[src/rtl/fp_pkg.sv]
// Shared types and constants for the binary32 adder datapath.
// Operand unpacking helpers used by the align/add front end.
package fp_pkg;

    localparam int unsigned EXP_N      = 8;
    localparam int unsigned MANTISSA_N = 25;
    localparam int unsigned FRAC_N     = 23;
    localparam int unsigned HIDDEN_BIT = 23;
    localparam int unsigned EXP_MAX    = 255;

    typedef struct packed {
        logic              sign;
        logic [EXP_N-1:0]  exp;
        logic [FRAC_N-1:0] frac;
    } fp32_t;

    typedef struct packed {
        logic                sign;
        logic [EXP_N-1:0]    exp;
        logic [HIDDEN_BIT:0] man;
    } unpacked_t;

    // Zero exponent flushes the operand (denormals included) to a signed zero.
    function automatic unpacked_t unpack(input fp32_t w);
        unpacked_t u;
        u.sign = w.sign;
        u.exp  = w.exp;
        u.man  = (w.exp != '0) ? {1'b1, w.frac} : '0;
        return u;
    endfunction

endpackage

[src/rtl/fp_unpack_order.sv]
// Combinational unpack of both operands and magnitude ordering.
// Ties in magnitude select operand A as the larger one.
module fp_unpack_order
    import fp_pkg::*;
(
    input  fp32_t               a_i,
    input  fp32_t               b_i,
    output unpacked_t           large_o,
    output logic [HIDDEN_BIT:0] small_man_o,
    output logic [EXP_N-1:0]    exp_diff_o,
    output logic                eff_sub_o
);

    unpacked_t ua;
    unpacked_t ub;
    logic      a_ge;

    assign ua = unpack(a_i);
    assign ub = unpack(b_i);

    always_comb begin
        a_ge        = {ua.exp, ua.man} >= {ub.exp, ub.man};
        large_o     = a_ge ? ua : ub;
        small_man_o = a_ge ? ub.man : ua.man;
        exp_diff_o  = a_ge ? (ua.exp - ub.exp) : (ub.exp - ua.exp);
        eff_sub_o   = a_i.sign ^ b_i.sign;
    end

endmodule

[src/rtl/fp_align_add.sv]
// Two-stage align/add front end of the binary32 adder: unpack/order, then align and add/sub.
// Produces a raw 25-bit magnitude for the normalizer; valid/ready with backpressure.
module fp_align_add #(
    parameter int unsigned MANTISSA_N = 25,
    parameter int unsigned EXP_N      = 8,
    parameter int unsigned WORD_N     = 32
) (
    input  logic                  clock,
    input  logic                  resetN,
    input  logic [WORD_N-1:0]     aIn,
    input  logic [WORD_N-1:0]     bIn,
    input  logic                  inValid,
    output logic                  inReady,
    output logic [MANTISSA_N-1:0] sumMantissa,
    output logic [EXP_N-1:0]      sumExp,
    output logic                  sumSign,
    output logic                  shiftRight,
    output logic                  outValid,
    input  logic                  outReady
);
    import fp_pkg::*;

    logic                s1_adv;
    logic                s2_adv;

    unpacked_t           large_d;
    logic [HIDDEN_BIT:0] small_man_d;
    logic [EXP_N-1:0]    exp_diff_d;
    logic                eff_sub_d;

    logic                s1_valid_q;
    unpacked_t           s1_large_q;
    logic [HIDDEN_BIT:0] s1_small_man_q;
    logic [EXP_N-1:0]    s1_exp_diff_q;
    logic                s1_eff_sub_q;

    logic [HIDDEN_BIT:0] aligned;
    logic [MANTISSA_N-1:0] result;
    logic                result_zero;

    logic                  s2_valid_q;
    logic [MANTISSA_N-1:0] s2_man_q;
    logic [EXP_N-1:0]      s2_exp_q;
    logic                  s2_sign_q;

    assign s2_adv  = !s2_valid_q || outReady;
    assign s1_adv  = !s1_valid_q || s2_adv;
    assign inReady = s1_adv;

    fp_unpack_order u_unpack_order (
        .a_i         (fp32_t'(aIn)),
        .b_i         (fp32_t'(bIn)),
        .large_o     (large_d),
        .small_man_o (small_man_d),
        .exp_diff_o  (exp_diff_d),
        .eff_sub_o   (eff_sub_d)
    );

    always_ff @(posedge clock or negedge resetN) begin
        if (!resetN) begin
            s1_valid_q     <= 1'b0;
            s1_large_q     <= '0;
            s1_small_man_q <= '0;
            s1_exp_diff_q  <= '0;
            s1_eff_sub_q   <= 1'b0;
        end else if (s1_adv) begin
            s1_valid_q     <= inValid;
            s1_large_q     <= large_d;
            s1_small_man_q <= small_man_d;
            s1_exp_diff_q  <= exp_diff_d;
            s1_eff_sub_q   <= eff_sub_d;
        end
    end

    // Truncating alignment: bits shifted past the LSB are simply lost.
    always_comb begin
        aligned = '0;
        if (s1_exp_diff_q < EXP_N'(HIDDEN_BIT + 1)) begin
            aligned = s1_small_man_q >> s1_exp_diff_q;
        end
        if (s1_eff_sub_q) begin
            result = {1'b0, s1_large_q.man} - {1'b0, aligned};
        end else begin
            result = {1'b0, s1_large_q.man} + {1'b0, aligned};
        end
        result_zero = (result == '0);
    end

    always_ff @(posedge clock or negedge resetN) begin
        if (!resetN) begin
            s2_valid_q <= 1'b0;
            s2_man_q   <= '0;
            s2_exp_q   <= '0;
            s2_sign_q  <= 1'b0;
        end else if (s2_adv) begin
            s2_valid_q <= s1_valid_q;
            s2_man_q   <= result;
            s2_exp_q   <= result_zero ? '0 : s1_large_q.exp;
            s2_sign_q  <= result_zero ? 1'b0 : s1_large_q.sign;
        end
    end

    assign outValid    = s2_valid_q;
    assign sumMantissa = s2_man_q;
    assign sumExp      = s2_exp_q;
    assign sumSign     = s2_sign_q;
    assign shiftRight  = s2_man_q[MANTISSA_N-1];

endmodule

[config.mk]
export PLATFORM = sky130hd
export DESIGN_NAME = fp_align_add
export DESIGN_NICKNAME = d
export VERILOG_FILES = /design/src/rtl/fp_pkg.sv /design/src/rtl/fp_unpack_order.sv /design/src/rtl/fp_align_add.sv
export SDC_FILE = /design/constraint.sdc
export NUM_CORES = 1
export LEC_CHECK = 0
export ABC_AREA = 1
export BUFFER_PORTS_ARGS = -buffer_cell sky130_fd_sc_hd__buf_2
export CAP_MARGIN = 20
export CORE_UTILIZATION = 40
export CTS_BUF_LIST = sky130_fd_sc_hd__clkbuf_8
export DETAILED_ROUTE_END_ITERATION = 7
export GPL_ROUTABILITY_DRIVEN = 1
export PLACE_DENSITY_LB_ADDON = 0.05
export RECOVER_POWER = 25
export SLEW_MARGIN = 20
export SYNTH_ARGS = -nofsm -noshare
export SYNTH_HDL_FRONTEND = slang
export SYNTH_SLANG_ARGS = --single-unit
[constraint.sdc]
create_clock -name clock -period 10.14 [get_ports clock]
set_input_delay 0.507 -clock clock [delete_from_list [all_inputs] [get_ports clock]]
set_output_delay 0.507 -clock clock [all_outputs]
set_load 0.02 [all_outputs]
==> impl_metrics.env, run 1 <==
export IMPL_fillCellCount=2549
export IMPL_start_util=0.407
export IMPL_crit_type="reg -> reg"
export IMPL_clock_skew_ns=0.0143
export IMPL_drc=0
export IMPL_ios=105
export IMPL_ant_nets=0
export IMPL_place_hpwl_mm=23.5
export IMPL_grt_start_max_net_pins=116
export IMPL_post_cts_buffers=0
export IMPL_switchingPower_mw=1.27
export IMPL_post_route_util=0.443
export IMPL_yosysSeqAreaShare=0.267
export IMPL_overflow=0
export IMPL_clk_latency_ns=0.40
export IMPL_vias=9562
export IMPL_grt_pass1_wl_mm=48.0
export IMPL_worst_slack_ns=4.72
export IMPL_synth_top_family_by_area="simple AND/OR/NAND/NOR gates"
export IMPL_die_y_um=157
export IMPL_placementRows=56
export IMPL_coreArea_um2=23500
export IMPL_syn_cell_area_um2=9560
export IMPL_finalNetCount=1667
export IMPL_p_comb_frac=0.629
export IMPL_cts_buffer_depth=2
export IMPL_worst_r2r_cell_count=26
export IMPL_finalSetupViolCount=0
export IMPL_cts_resized=0
export IMPL_area_delta_synth_final_pct=8.82
export IMPL_post_drt_wl_per_cell_um=16.2
export IMPL_htree_num_levels=3
export IMPL_cts_hold_fix_buffers=0
export IMPL_peakVddDrop_uv=83.2
export IMPL_status="finished, violations left"
export IMPL_p_clk_frac=0.118
export IMPL_worst_endpoint_arrival_ns=5.72
export IMPL_synth_edff_count=0
export IMPL_seq_power_share=0.252
export IMPL_worst_pin_slew_ns=2.40
export IMPL_die_area_um2=24500
export IMPL_synth_nets=1616
export IMPL_routed_wl_mm=30.0
export IMPL_cts_tree="built"
export IMPL_hold_violations=0
export IMPL_cts_clk_slew_worst_paths_ns=0.12
export IMPL_via_per_inst=5.15
export IMPL_intPower_mw=1.14
export IMPL_portBuffers=104
export IMPL_whs_path_depth=2
export IMPL_drtIter0Drc=603
export IMPL_dpl_worst_slack_ns=4.45
export IMPL_die_w_um=157
export IMPL_leakage_nw=5.46
export IMPL_finalCriticalPeriod_ns=5.42
export IMPL_synthMuxAreaShare=0.00105
export IMPL_async_reset_ff_frac=1.00
export IMPL_worstPathMaxFanout=29
export IMPL_root_buffer="clkbuf_8"
export IMPL_p_sw_frac=0.526
export IMPL_cap_violations=1
export IMPL_grt_pass1_vias=9037
export IMPL_ys_flop_type="dfrtp_1"
export IMPL_grt_antenna_before_repair=2
export IMPL_synthSimpleGateAreaFrac=0.383
export IMPL_clock_fmax_mhz=185
export IMPL_rsz0062_at_grt="false"
export IMPL_synth_compound_area_frac=0.126
export IMPL_cts_sinks=102
export IMPL_final_max_slew_viol_count=44
export IMPL_hold_class="in -> reg"
export IMPL_synth_xor_area_share=0.0330
export IMPL_period_share=0.534
export IMPL_syn_area_per_cell_um2=6.46
export IMPL_synth_cell_types=45
export IMPL_powerDensity_nw_per_um2=232
export IMPL_drive_gt1_frac=0.110
export IMPL_ys_warn_count=0
export IMPL_cts_made_buffers=9
export IMPL_firstDrtPassIters=5
export IMPL_endpoint_kind="flop"
export IMPL_synthCells=1481
export IMPL_fin_tns_setup_ns=0
export IMPL_synth_fa_ha_area_frac=0.0900
export IMPL_cp_start_kind="flop"
export IMPL_track_usage=0.254
export IMPL_synth_seq_cells=102
export IMPL_place_gp_congestion=0.897
export IMPL_violations="max-capacitance violations, max-slew violations"
export IMPL_slew_headroom=-0.602
export IMPL_critPathRequiredTime_ns=10.44
[worst paths after layout]
check | from | end | slack, ns
min in group asynchronous | resetN | sumMantissa[22]$_DFFE_PN0P_ | 0.82
max in group asynchronous | resetN | s1_small_man_q[7]$_DFFE_PN0P_ | 7.47
setup reg to reg | s1_exp_diff_q[1]$_DFFE_PN0P_ | sumExp[1]$_DFFE_PN0P_ | 4.72
hold reg to reg | s1_valid_q$_DFFE_PN0P_ | outValid$_DFFE_PN0P_ | 0.47
setup / recovery | s1_exp_diff_q[1]$_DFFE_PN0P_ | sumExp[1]$_DFFE_PN0P_ | 4.72
hold / removal | inValid | s1_valid_q$_DFFE_PN0P_ | 0.30
[cells in the mapped netlist (3+ instances only)]
cell / count / area share
buf_4: 7 / 0.0055
nor3_1: 5 / 0.0026
nor2_1: 178 / 0.070
o21ai_2: 3 / 0.0027
buf_6: 6 / 0.0071
o21ai_0: 87 / 0.046
o21ai_1: 11 / 0.0058
buf_1: 4 / 0.0016
dfrtp_1: 102 / 0.27
xnor2_1: 13 / 0.012
nor2_4: 5 / 0.0059
nand2_2: 14 / 0.0092
ha_1: 64 / 0.084
buf_2: 23 / 0.012
inv_1: 145 / 0.057
clkbuf_1: 33 / 0.013
nand3b_1: 6 / 0.0047
a31oi_1: 32 / 0.021
nand2_1: 374 / 0.15
a21oi_1: 78 / 0.041
inv_2: 8 / 0.0031
xor2_1: 23 / 0.021
nand3_2: 14 / 0.015
nor2_2: 5 / 0.0033
nand3_1: 170 / 0.089
nand4_1: 42 / 0.027
fa_1: 3 / 0.0063
[flip-flops by register name, summed over array words and instances, names as in the netlist]
| signal | flops |
|---|---|
| s1_small_man_q | 24 |
| s1_exp_diff_q | 8 |
| sumSign | 1 |
| sumMantissa | 25 |
| s1_large_q | 33 |
| outValid | 1 |
| s1_valid_q | 1 |
| sumExp | 8 |
| s1_eff_sub_q | 1 |
[stage by stage]
step	instance area [um2]	total power, mW	hold slack [ns]	instances
finish	10400	2.41	0.296	1858
global route	10400	2.67	0.280	1857
CTS	10400	2.44	0.0961	1855
detailed placement	10200	2.15	0.440	1839
global placement	10200	2.14	0.442	1839
floorplan	9560	1.75	0.211	1481
[layer usage]
metal / GRT usage / wire length [um] / vias to the layer above
li1: - / - / 4976
met1: 0.346 / 14200 / 4325
met2: 0.421 / 13900 / 222
met3: 0.0324 / 1250 / 39
met4: 0.0705 / 653 / 0
met5: 0 / 0 / -
[layout by cell type (no fill, tap or decap), types with 3 or more instances in the layout]
cell	n
clkbuf_8	9
a31oi_1	32
o21ai_2	3
buf_2	85
nor2_2	5
nand3b_1	6
inv_2	8
nand2_1	374
o21ai_0	87
nand4_1	42
xor2_1	23
nor3_1	5
nand3_2	14
clkbuf_1	19
inv_1	145
ha_1	64
buf_4	8
nand3_1	170
fa_1	3
nand2_2	14
o21ai_1	11
nor2_4	6
nor2_1	177
dfrtp_1	102
xnor2_1	13
a21oi_1	77
[worst max-delay path, stage by stage, from the launching register on]
cell      delay, ns
dfrtp_1        0.92
inv_2          0.48
nand2_1        0.20
o22ai_1        0.09
o21ai_0        0.19
o21ai_0        0.10
nand2_1        0.23
ha_1           0.23
nand3_1        0.12
nor2_2         0.19
nand2_1        0.07
nand2_1        0.07
xor2_1         0.27
ha_1           0.34
a21oi_1        0.21
a21boi_0       0.27
nand3_1        0.14
a21oi_1        0.28
nor2_1         0.09
nand2_1        0.09
nand3_1        0.07
nand2_1        0.11
nand4_1        0.15
nor2_4         0.13
nand2_4        0.11
nand2_1        0.09
nand2_1        0.05
[layout make-up]
type                            instances  area, um2  share of cell area
Timing Repair Buffer                  114        596              0.0572
Clock buffer                            9        124              0.0119
Inverter                              154        578              0.0556
Tap cell                              319        399              0.0384
Antenna cell                            2       5.00            0.000481
Clock inverter                          7       87.6             0.00842
Multi-Input combinational cell       1151       6060               0.583
Sequential cell                       102       2550               0.245
[cells by family (layout without fill, tap and decap cells)]
logic type,after synthesis,count (layout)
flip-flops,102,102
other,0,2
buffers and inverters,228,284
AO/OA/AOI/OAI,224,224
adder cells (fa/ha/maj),67,67
AND/OR/NAND/NOR,823,823
XOR/XNOR,36,36
multiplexers,1,1
[power by group through the flow]
stage | sequential (mW) | clock [mW] | combinational (mW)
floorplan | 0.651 | 0 | 1.10
global placement | 0.617 | 0 | 1.53
detailed placement | 0.617 | 0 | 1.53
CTS | 0.608 | 0.296 | 1.54
global route | 0.624 | 0.312 | 1.73
finish | 0.608 | 0.285 | 1.52
(Power assumes the default switching activity.)
==> run 2: changes to the inputs <==
==> constraint.sdc (replaced) <==
create_clock -name clock -period 5.49 [get_ports clock]
set_input_delay 0.2745 -clock clock [delete_from_list [all_inputs] [get_ports clock]]
set_output_delay 0.2745 -clock clock [all_outputs]
set_load 0.02 [all_outputs]
==> impl_metrics.env, run 2 (synthesis gave the netlist of run 1 again) <==
export IMPL_status="finished, violations left"
export IMPL_violations="max-capacitance violations, max-slew violations"
export IMPL_antenna_cells=0
export IMPL_cts_buffer_depth=2
export IMPL_coreArea_um2=23500
export IMPL_place_gp_congestion=0.905
export IMPL_post_layout_nonfiller_instances=1873
export IMPL_ios=105
export IMPL_root_buffer="clkbuf_8"
export IMPL_fin_tns_setup_ns=0
export IMPL_dpl_worst_slack_ns=0.510
export IMPL_die_y_um=157
export IMPL_timing_rr_start="s1_exp_diff_q[0]$_DFFE_PN0P_"
export IMPL_cts_sinks=102
export IMPL_ant_nets=0
export IMPL_overflow=0
export IMPL_total_power_mw=4.53
export IMPL_finalNetCount=1684
export IMPL_cp_slowest_stage_delay_ns=0.56
export IMPL_worst_slack_ns=0.569
export IMPL_crit_top_cell="nand2_1"
export IMPL_area_delta_synth_final_pct=10.4
export IMPL_clk_latency_ns=0.41
export IMPL_grt_start_max_net_pins=101
export IMPL_worstPathMaxFanout=22
export IMPL_critPathSlowestCell="dfrtp_1"
export IMPL_cts_clk_slew_worst_paths_ns=0.13
export IMPL_firstDrtPassIters=5
export IMPL_track_usage=0.258
export IMPL_start_util=0.407
export IMPL_period_share=0.896
export IMPL_placementRows=56
export IMPL_die_w_um=157
export IMPL_largest_reg_flops=33
export IMPL_grt_antenna_before_repair=0
export IMPL_portBuffers=104
export IMPL_crit_start="s1_exp_diff_q[0]$_DFFE_PN0P_"
export IMPL_hold_violations=0
export IMPL_worst_endpoint_arrival_ns=5.24
export IMPL_min_from="inValid"
export IMPL_peakVddDrop_uv=163
export IMPL_final_cell_mix="374 x nand2_1, 177 x nor2_1, 170 x nand3_1, 145 x inv_1, 102 x dfrtp_1"
export IMPL_final_max_slew_viol_count=51
export IMPL_largest_register="s1_large_q"
export IMPL_mostFrequentLayoutCell="nand2_1"
export IMPL_htree_num_levels=3
export IMPL_grt_pass1_vias=9206
export IMPL_clock_fmax_mhz=203
export IMPL_rrSetupSlack_ns=0.57
export IMPL_fillCellCount=2585
export IMPL_place_hpwl_mm=23.8
export IMPL_drtIter0Drc=710
export IMPL_vias=9885
export IMPL_rsz0062_at_grt="false"
export IMPL_min_to="s1_valid_q$_DFFE_PN0P_"
export IMPL_crit_type="reg -> reg"
export IMPL_drive_gt1_frac=0.125
export IMPL_cts_made_buffers=9
export IMPL_grt_pass1_wl_mm=48.7
export IMPL_postLayoutCellArea_um2=10600
export IMPL_die_area_um2=24500
export IMPL_leakage_nw=5.57
export IMPL_place_area_um2=10300
export IMPL_hold_class="in -> reg"
export IMPL_worst_hold_slack_ns=0.0459
export IMPL_drc=0
export IMPL_worst_pin_slew_ns=2.86
export IMPL_whs_path_depth=2
export IMPL_routed_wl_mm=30.4
export IMPL_cts_tree="built"
export IMPL_via_per_inst=5.28
export IMPL_post_route_util=0.450
export IMPL_post_drt_wl_per_cell_um=16.2
export IMPL_critPathRequiredTime_ns=5.81
export IMPL_rr_endpoint="sumExp[1]$_DFFE_PN0P_"
export IMPL_powerDensity_nw_per_um2=430
export IMPL_cp_start_kind="flop"
export IMPL_finalCriticalPeriod_ns=4.92
export IMPL_dp_cells=1848
export IMPL_finalSetupViolCount=0
export IMPL_worst_r2r_cell_count=30
export IMPL_cap_violations=1
export IMPL_clock_skew_ns=0.0252
export IMPL_endpoint_kind="flop"
export IMPL_slew_headroom=-0.908
-- run 2: cell count changes in the layout (fill, tap and decap cells not counted), moves of 2 or more --
cell,before,now
clkinv_8,0,2
buf_4,8,24
buf_2,85,94
clkbuf_1,19,10
diode_2,2,0
clkinv_4,2,0
-- run 2: routing by layer --
layer | vias to the layer above | part of all wire | global-route usage
met5 | - | 0 | 0
met4 | 0 | 0.021 | 0.0686
met3 | 34 | 0.040 | 0.0349
met2 | 230 | 0.44 | 0.404
met1 | 4611 | 0.50 | 0.371
li1 | 5010 | - | -
-- run 2: cell type report --
cell class,instances,area [um2],area share
clock inverter,7,88.8,0.00842
clock buffer,9,124,0.0117
sequential,102,2550,0.242
inverter,154,581,0.0550
timing repair buffer,131,746,0.0707
tap,319,399,0.0378
multi-input combinational,1151,6060,0.575
-- run 2: worst max path at each step --
stage | to | slack [ns] | cells past startpoint
CTS | sumSign$_DFFE_PN0P_ | 0.50 | 32
floorplan | sumExp[0]$_DFFE_PN0P_ | 1.59 | 32
global route | sumExp[0]$_DFFE_PN0P_ | 0.0007 | 30
finish | sumExp[1]$_DFFE_PN0P_ | 0.57 | 30
detailed placement | sumExp[1]$_DFFE_PN0P_ | 0.51 | 32
global placement | sumExp[3]$_DFFE_PN0P_ | 0.56 | 32
-- run 2: power by group --
| part | switching, mW | leakage, nW | internal, mW |
|---|---|---|---|
| Clock | 0.333 | 0.107 | 0.189 |
| Sequential | 0.155 | 1.19 | 0.949 |
| Combinational | 1.93 | 4.27 | 0.980 |
| Total | 2.42 | 5.57 | 2.12 |
-- run 2: repair_timing --
item	4_1_cts	5_1_grt
hold buffers	1	0
hold endpoints to repair	49	0
resized for setup	0	2
buffers inserted	0	7
endpoints found under the setup margin	0	9
-- run 2: critical path: cells and delay by family (launching register included) --
kind,cells,cell delay [ns]
DFF,1,0.56
AOI/OAI and AO/OA,4,0.64
adders and majority gates,2,0.59
and+or+nand+nor,20,2.29
xor gates and xnor gates,2,0.39
buffers and inverters,2,0.40
==> run 3: changes to the inputs <==
--- a/config.mk
+++ b/config.mk
@@ -9,7 +9,7 @@
 export BUFFER_PORTS_ARGS = -buffer_cell sky130_fd_sc_hd__buf_2
 export CAP_MARGIN = 20
 export CORE_UTILIZATION = 40
-export CTS_BUF_LIST = sky130_fd_sc_hd__clkbuf_8
+export CTS_BUF_LIST = sky130_fd_sc_hd__clkbuf_16
 export DETAILED_ROUTE_END_ITERATION = 7
 export GPL_ROUTABILITY_DRIVEN = 1
 export PLACE_DENSITY_LB_ADDON = 0.05
==> constraint.sdc (replaced) <==
create_clock -name clock -period 5.49 [get_ports clock]
set_input_delay 0 -clock clock [delete_from_list [all_inputs] [get_ports clock]]
set_output_delay 0 -clock clock [all_outputs]
set_load 0.02 [all_outputs]
==> impl_metrics.env, run 3 (synthesis gave the netlist of run 1 again) <==
export IMPL_vias=9956
export IMPL_critical_path_top_delay_family="simple AND/OR/NAND/NOR gates"
export IMPL_hold_class="in -> reg"
export IMPL_cts_clk_slew_worst_paths_ns=0.09
export IMPL_worst_r2r_cell_count=30
export IMPL_routed_wl_mm=30.6
export IMPL_drc=0
export IMPL_ant_nets=0
export IMPL_largest_reg_flops=33
export IMPL_final_max_slew_viol_count=51
export IMPL_mostFrequentLayoutCell="nand2_1"
export IMPL_overflow=0
export IMPL_die_w_um=157
export IMPL_clock_fmax_mhz=202
export IMPL_status="finished, violations left"
export IMPL_finalCriticalPeriod_ns=4.96
export IMPL_root_buffer="clkbuf_16"
export IMPL_leakage_nw=5.72
export IMPL_endpoint_kind="flop"
export IMPL_worst_pin_slew_ns=2.95
export IMPL_min_from="outReady"
export IMPL_worst_endpoint_arrival_ns=5.23
export IMPL_timing_rr_start="s1_exp_diff_q[0]$_DFFE_PN0P_"
export IMPL_worst_hold_slack_ns=-0.0116
export IMPL_violations="negative hold slack, max-capacitance violations, max-slew violations"
export IMPL_min_to="sumExp[1]$_DFFE_PN0P_"
export IMPL_seq_power_share=0.236
export IMPL_p_sw_frac=0.517
export IMPL_place_gp_congestion=0.906
export IMPL_cap_violations=1
export IMPL_worstPathMaxFanout=22
export IMPL_intPower_mw=2.27
export IMPL_cts_buffer_depth=2
export IMPL_grt_start_max_net_pins=117
export IMPL_rrSetupSlack_ns=0.53
export IMPL_placementRows=56
export IMPL_post_drt_wl_per_cell_um=16.1
export IMPL_antenna_cells=0
export IMPL_start_util=0.407
export IMPL_finalNetCount=1711
export IMPL_cts_made_buffers=9
export IMPL_switchingPower_mw=2.42
export IMPL_crit_top_cell="nand2_1"
export IMPL_cts_sinks=102
export IMPL_cp_buffers_inverters=2
export IMPL_area_delta_synth_final_pct=14.3
export IMPL_powerDensity_nw_per_um2=429
export IMPL_firstDrtPassIters=7
export IMPL_crit_type="reg -> reg"
export IMPL_cp_slowest_stage_delay_ns=0.55
export IMPL_final_cell_mix="374 x nand2_1, 177 x nor2_1, 170 x nand3_1, 145 x inv_1, 102 x dfrtp_1"
export IMPL_ios=105
export IMPL_finalSetupViolCount=0
export IMPL_via_per_inst=5.24
export IMPL_fillCellCount=2549
export IMPL_drive_gt1_frac=0.120
export IMPL_cts_tree="built"
export IMPL_clk_latency_ns=0.37
export IMPL_period_share=0.903
export IMPL_critPathRequiredTime_ns=5.76
export IMPL_track_usage=0.260
export IMPL_hold_violations=7
export IMPL_slew_headroom=-0.967
export IMPL_portBuffers=104
export IMPL_grt_pass1_wl_mm=49.5
export IMPL_die_y_um=157
export IMPL_peakVddDrop_uv=173
export IMPL_rr_endpoint="sumSign$_DFFE_PN0P_"
export IMPL_coreArea_um2=23500
export IMPL_htree_num_levels=3
export IMPL_grt_antenna_before_repair=0
export IMPL_critPathSlowestCell="dfrtp_1"
export IMPL_fin_tns_setup_ns=0
export IMPL_grt_pass1_vias=9399
export IMPL_multiInputGateArea_um2=6060
export IMPL_whs_path_depth=4
export IMPL_die_area_um2=24500
export IMPL_place_hpwl_mm=23.7
export IMPL_drtIter0Drc=772
export IMPL_largest_register="s1_large_q"
export IMPL_regArea_um2=2550
export IMPL_total_power_mw=4.69
export IMPL_p_clk_frac=0.144
export IMPL_rsz0062_at_grt="false"
export IMPL_cp_start_kind="flop"
export IMPL_p_comb_frac=0.621
export IMPL_clock_skew_ns=0.0191
run 3: cell count changes in the layout (fill, tap and decap cells not counted), moves of 2 or more:
cell           previous run  this run
clkinv_8                  2         4
inv_8                     2         0
clkbuf_1                 10        12
buf_4                    24        21
clkbuf_16                 0         9
dlygate4sd3_1             1        31
clkbuf_8                  9         0
buf_2                    94        92
run 3: worst reg2reg max path, delay by kind of cell (launching register included):
| kind | cells | cell delay (ns) |
|---|---|---|
| and+or+nand+nor | 20 | 2.29 |
| AOI/OAI and AO/OA | 4 | 0.69 |
| adders and majority gates | 2 | 0.60 |
| DFF | 1 | 0.55 |
| buffers and inverters | 2 | 0.40 |
| xor gates and xnor gates | 2 | 0.38 |
run 3: final cells by class:
type | count | area share
sequential | 102 | 0.233
tap | 319 | 0.0365
clock inverter | 7 | 0.00835
multi-input combinational | 1151 | 0.555
timing repair buffer | 158 | 0.0934
clock buffer | 9 | 0.0206
inverter | 154 | 0.0531
run 3: repair_timing:
item | 4_1_cts | 5_1_grt
resized for setup | 0 | 2
setup endpoints to repair | 0 | 9
setup buffers | 0 | 5
endpoints found under the hold margin | 79 | 0
hold buffers | 31 | 0
run 3: worst max-delay path by stage:
stage                                       startpoint  slack, ns  depth (start not counted)                    end
after floorplan           s1_exp_diff_q[0]$_DFFE_PN0P_       1.59                         32  sumExp[0]$_DFFE_PN0P_
after global placement    s1_exp_diff_q[6]$_DFFE_PN0P_       0.57                         32    sumSign$_DFFE_PN0P_
after detailed placement  s1_exp_diff_q[6]$_DFFE_PN0P_       0.55                         32  sumExp[3]$_DFFE_PN0P_
after global routing      s1_exp_diff_q[0]$_DFFE_PN0P_       0.03                         30    sumSign$_DFFE_PN0P_
final                     s1_exp_diff_q[0]$_DFFE_PN0P_       0.53                         30    sumSign$_DFFE_PN0P_
after CTS                 s1_exp_diff_q[6]$_DFFE_PN0P_       0.55                         32  sumExp[2]$_DFFE_PN0P_
run 3: metal layers:
metal | up-vias | track usage | part of all wire
met5 | - | 0 | 0
met4 | 0 | 0.0710 | 0.019
met3 | 32 | 0.0382 | 0.056
met2 | 260 | 0.413 | 0.46
met1 | 4592 | 0.367 | 0.47
li1 | 5072 | - | -
run 3: per-stage QoR:
| step | util | setup WS, ns | instances | cell area [um2] |
|---|---|---|---|---|
| global placement | 0.437 | 0.571 | 1847 | 10300 |
| finish | 0.466 | 0.534 | 1900 | 10900 |
| global route | 0.466 | 0.0266 | 1900 | 10900 |
| floorplan | - | 1.59 | 1481 | 9560 |
| CTS | 0.464 | 0.552 | 1894 | 10900 |
| detailed placement | 0.437 | 0.550 | 1847 | 10300 |
run 3: power groups by stage:
stage               combinational (mW)  sequential (mW)  clock (mW)
floorplan                         2.03             1.20           0
global placement                  2.88             1.12           0
detailed placement                2.88             1.12           0
CTS                               2.92             1.10       0.691
global route                      3.31             1.13       0.722
finish                            2.91             1.10       0.674
